## src/rtl/regfile_sb.sv

```systemverilog
// regfile_sb: register file with a per-entry busy scoreboard.
//
// Holds 2**ADDR_W data entries plus one busy bit per entry. A writeback
// stores data and clears the entry's busy bit. An issue reserves an entry by
// setting its busy bit. A flush clears every reservation.
//
// Parameters
//   DATA_W   - data width of each entry
//   ADDR_W   - address width, depth = 2**ADDR_W
//   ZERO_REG - 1: entry 0 reads as zero and is never written or reserved
//   BYPASS   - 1: a same-cycle write is forwarded to matching read ports
//
// Ports
//   clk                 clock, all state updates on the rising edge
//   rst                 asynchronous active-low reset
//   wen/waddr/wdata     writeback port
//   issue_valid/issue_rd destination reservation request
//   flush               clear all reservations (write still performed)
//   raddr_a/raddr_b     combinational read addresses
//   rdata_a/rdata_b     read data
//   busy_a/busy_b       read operand still has a pending producer
//   hazard              busy_a | busy_b
//   busy_cnt            number of entries currently reserved
module regfile_sb #(
    parameter int DATA_W   = 32,
    parameter int ADDR_W   = 5,
    parameter int ZERO_REG = 1,
    parameter int BYPASS   = 1
) (
    input  logic              clk,
    input  logic              rst,
    input  logic              wen,
    input  logic [ADDR_W-1:0] waddr,
    input  logic [DATA_W-1:0] wdata,
    input  logic              issue_valid,
    input  logic [ADDR_W-1:0] issue_rd,
    input  logic              flush,
    input  logic [ADDR_W-1:0] raddr_a,
    input  logic [ADDR_W-1:0] raddr_b,
    output logic [DATA_W-1:0] rdata_a,
    output logic [DATA_W-1:0] rdata_b,
    output logic              busy_a,
    output logic              busy_b,
    output logic              hazard,
    output logic [ADDR_W:0]   busy_cnt
);

    localparam int unsigned DEPTH = 1 << ADDR_W;

    logic [DATA_W-1:0] mem [DEPTH];
    logic [DEPTH-1:0]  busy_q;
    logic [DEPTH-1:0]  busy_d;

    logic wr_ok;
    logic iss_ok;
    logic byp_a;
    logic byp_b;
    logic zero_a;
    logic zero_b;

    // Writes and reservations aimed at the hardwired zero entry are dropped.
    always_comb begin
        wr_ok  = wen;
        iss_ok = issue_valid && !flush;
        if (ZERO_REG != 0) begin
            if (waddr == '0) begin
                wr_ok = 1'b0;
            end
            if (issue_rd == '0) begin
                iss_ok = 1'b0;
            end
        end
    end

    // Data storage.
    always_ff @(posedge clk or negedge rst) begin
        if (!rst) begin
            for (int unsigned i = 0; i < DEPTH; i++) begin
                mem[i] <= '0;
            end
        end else if (wr_ok) begin
            mem[waddr] <= wdata;
        end
    end

    // Next busy vector: write clears, issue sets afterwards so a same-entry
    // collision leaves the entry reserved. Flush overrides everything.
    always_comb begin
        busy_d = busy_q;
        if (flush) begin
            busy_d = '0;
        end else begin
            if (wr_ok) begin
                busy_d[waddr] = 1'b0;
            end
            if (iss_ok) begin
                busy_d[issue_rd] = 1'b1;
            end
        end
    end

    always_ff @(posedge clk or negedge rst) begin
        if (!rst) begin
            busy_q <= '0;
        end else begin
            busy_q <= busy_d;
        end
    end

    // Read side.
    always_comb begin
        zero_a = (ZERO_REG != 0) && (raddr_a == '0);
        zero_b = (ZERO_REG != 0) && (raddr_b == '0);
        byp_a  = (BYPASS != 0) && wen && (waddr == raddr_a);
        byp_b  = (BYPASS != 0) && wen && (waddr == raddr_b);
    end

    always_comb begin
        rdata_a = '0;
        busy_a  = 1'b0;
        if (!zero_a) begin
            rdata_a = byp_a ? wdata : mem[raddr_a];
            busy_a  = busy_q[raddr_a] && !byp_a;
        end
    end

    always_comb begin
        rdata_b = '0;
        busy_b  = 1'b0;
        if (!zero_b) begin
            rdata_b = byp_b ? wdata : mem[raddr_b];
            busy_b  = busy_q[raddr_b] && !byp_b;
        end
    end

    assign hazard = busy_a | busy_b;

    // Population count of the registered busy vector.
    always_comb begin
        busy_cnt = '0;
        for (int unsigned i = 0; i < DEPTH; i++) begin
            busy_cnt = busy_cnt + {{ADDR_W{1'b0}}, busy_q[i]};
        end
    end

endmodule

```

## config.mk

```make
export PLATFORM = sky130hd
export DESIGN_NAME = regfile_sb
export DESIGN_NICKNAME = d
export VERILOG_FILES = /design/src/rtl/regfile_sb.sv
export SDC_FILE = /design/constraint.sdc
export NUM_CORES = 2
export LEC_CHECK = 0
export BUFFER_PORTS_ARGS = -buffer_cell sky130_fd_sc_hd__clkbuf_2
export CAP_MARGIN = 10
export CORE_ASPECT_RATIO = 1.5
export CORE_MARGIN = 4
export CORE_UTILIZATION = 35
export DETAILED_ROUTE_END_ITERATION = 7
export HOLD_SLACK_MARGIN = 0.08
export PLACE_DENSITY = 0.51
export SYNTH_ARGS = -nofsm -noshare
export SYNTH_HDL_FRONTEND = slang
export SYNTH_SLANG_ARGS = --single-unit
```

## constraint.sdc

```tcl
create_clock -name clk -period 9.4 [get_ports clk]
set_input_delay 1.88 -clock clk [delete_from_list [all_inputs] [get_ports clk]]
set_output_delay 1.88 -clock clk [all_outputs]
set_load 0.05 [all_outputs]
```

==> run_results.csv <==
group,metric,value,unit
timing,slew_violations,0,
cts,cts_hold_buf,0,
power,p_leak,28.17,nW
placed_design,place_area,0.06071,mm²
grt,grt_antenna_before_repair,10,
final_layout,final_util,0.3922,
synthesis,yosysUniqueCellTypes,63,
floorplan,initial_core_util,0.3517,
power,vdd_drop_max,0.0001749,V
final_layout,fillCellCount,15700,
detailed_routing,drt_iter0_drc,3032,
synthesis,ys_top_cells_by_count,"dfrtp_1, mux2_2, mux2i_1",
power,powerDensity,213.4,mW/mm²
setup_path,cp-start-kind,"flop",
timing,finClkSkew,0,ps
final_layout,multi_input_area,0.02957,mm²
setup_path,reg2reg_depth,2,
synthesis,avgSynthCellArea,13.65,µm²
setup_path,cp_slowest_cell,"fa_1",
grt,grt_max_degree,163,
cts,clk_path_buf_depth,3,
cts,clkTransAtPathRegs,60,ps
floorplan,fp.dieW,341.0,µm
grt,grt_pass1_wl,306600,µm
floorplan,core.rowCount,183,
setup_path,crit_buf_inv,3,
timing,hold_viol_final,0,
detailed_routing,drt_wl_total,211600,µm
synthesis,ys_seq_elements,1056,
cts,post_cts_buffers,0,
synthesis,netlist_area,0.05822,mm²
cts,clk_latency,730,ps
setup_path,slowest_delay,600,ps
detailed_routing,viasPerCell,6.014,
timing,rsz0062_at_grt,"no",
floorplan,die-area,0.1731,mm²
detailed_routing,drtPass1Iterations,5,
cts,ctsHtreeMaxLevel,3,
grt,overflow,0,
grt,grt_pass1_vias,40870,
detailed_routing,post_drt_wl_per_cell,32.64,µm
detailed_routing,vias,38990,
synthesis,yosys.area.top_type_share,0.4539,
synthesis,synth_top_cell_by_area,"dfrtp_1",
timing,worst_pin_slew,1172,ps
grt,grtUsageTotal,0.2426,
synthesis,synth.net_count,4354,
synthesis,syn_inst,4266,
setup_path,worstSetupPathType,"reg2out",
setup_path,crit_arrival,5790,ps
timing,post-route-min-period,7672,ps
synthesis,synth.area.top_cells,"dfrtp_1, mux2_2, mux4_2",
status,outcome,"complete, no violations",
cts,cts_sinks,1056,
floorplan,io_pins,130,
synthesis,yosysSeqAreaShare,0.4539,
flow_run,drv_cap,0,
floorplan,coreArea,0.1655,mm²
placed_design,place.gp.congestion,0.8073,
placed_design,dpl.hpwl,125400,µm
cts,cts_root_buffer,"clkbuf_16",
synthesis,synth-async-reset-ratio,1.000,
setup_path,cp.required,7520,ps
detailed_routing,ant_nets,0,
final_layout,final_layout_size_suffix_gt1_frac,0.4365,
timing,worst_slack,1728,ps
setup_path,cp_top_family,"adder cells",
setup_path,crit_fanout,4,
synthesis,yosys_warnings,0,
worst_hold_path,hold_depth,0,
detailed_routing,route.detailed.drc,0,
final_layout,seqCellArea,0.02643,mm²
timing,setup_tns,0,ps
placed_design,port_buffers,129,
placed_design,post-place-ws,2135,ps
timing,maxSlewHeadroom,0.2188,
final_layout,nNetsFinal,4245,
timing,max_freq,130.3,MHz
worst_hold_path,holdCritPathClass,"reg2reg",
setup_path,path_cells,"inv_1 > fa_1 > fa_1 > fa_1 > fa_1 > fa_1 > fa_1 > inv_1 > ha_1 > fa_1 > a21o_1 > a21oi_1 > xnor2_1 > clkbuf_2",
timing,setup_viol_count_final,0,
floorplan,die_height,507.5,µm
setup_path,path_depth,14,
synthesis,synth-edff-count,0,
timing,fin_crit_sh,0.8162,
cts,cts_buffers,119,
final_layout,area_growth,11.51,%
synthesis,yosysMostFrequentCell,"dfrtp_1",
cts,cts_tree,"done",
synthesis,ys.flop_type,"dfrtp_1",
setup_path,cp-end-kind,"output pin",
cts,cts.repair.resized,0,
final_layout,stdcell_area,0.06492,mm²
setup_path,path_common_cell,"fa_1",
sequential cells by signal, indices dropped and copies added (netlist names):
register / flops
mem: 1024
busy_q: 32
layout by cell type, fill, tap and decap left out, types with 9 or more instances in the layout:
| cell | count |
|---|---|
| dfrtp_1 | 1056 |
| mux2_2 | 1004 |
| mux2i_1 | 388 |
| mux4_2 | 359 |
| clkbuf_16 | 120 |
| clkbuf_2 | 118 |
| nand2_1 | 116 |
| o21ai_0 | 111 |
| buf_4 | 97 |
| nand3_1 | 63 |
| a21oi_1 | 62 |
| nor2_1 | 59 |
| a211oi_1 | 51 |
| o22ai_1 | 50 |
| nor2b_1 | 49 |
| inv_1 | 46 |
| nor3_1 | 40 |
| clkbuf_8 | 35 |
| o221ai_1 | 33 |
| a22oi_1 | 33 |
| a32o_1 | 32 |
| a221oi_1 | 29 |
| clkbuf_1 | 27 |
| fa_1 | 24 |
| o211ai_1 | 23 |
| clkinv_2 | 21 |
| buf_12 | 17 |
| nor2_4 | 14 |
| bufinv_16 | 13 |
| a22o_1 | 12 |
| nand2b_1 | 9 |
per-layer routing:
layer  up-vias  global-route usage  share of wire
met1     21350              0.3187           0.41
met2      1309              0.4111           0.49
met4         4             0.08826          0.037
li1      15950                   -              -
met5         -                   0        0.00013
met3       375             0.03279          0.054
worst register-to-register path: cells and delay by family, from the launching register on:
kind / cells / cell delay (ps)
AOI/OAI and AO/OA: 2 / 450
DFF: 1 / 460
report_power, final:
part / internal [mW] / switching, mW
logic: 1.48 / 1.36
clock network: 2.97 / 2.04
registers: 5.39 / 0.623
cell families after synthesis:
logic type,count (synthesis),synth area share
AOI/OAI and AO/OA,483,0.05766
xor gates and xnor gates,13,0.001956
adders and majority gates,31,0.009757
buffers and inverters,517,0.04242
DFF,1056,0.4539
muxes,1752,0.4002
and+or+nand+nor,414,0.03411
metrics by stage:
stage / hold WS [ps] / cells / total power [mW]
final: 395.7 / 6484 / 13.86
after detailed placement: 382.3 / 6255 / 8.937
after floorplan: 441.3 / 4266 / 7.985
after global placement: 376.3 / 6255 / 8.865
after CTS: 397.3 / 6478 / 13.96
after global routing: 405.6 / 6482 / 14.44
path summary, 6_finish.rpt:
kind | start | to | slack, ps
hold / removal | mem[999] | mem[999] | 400
setup / recovery | busy_q[5] | busy_cnt[4] | 1730
min in group asynchronous | rst | busy_q[8] | 1150
setup reg to reg | busy_q[14] | busy_q[14] | 8360
hold reg to reg | mem[999] | mem[999] | 400
max in group asynchronous | rst | mem[706] | 6160
final cells by class:
type	instances	share of cell area
diodes	5	0.0001927
clock buffers	181	0.05502
clock inverters	42	0.009174
inverters	47	0.002737
multi-input cells	2693	0.4555
flip-flops and latches	1056	0.4070
well taps	2220	0.04279
repair buffers	240	0.02752
Power figures use the tool's default switching activity.
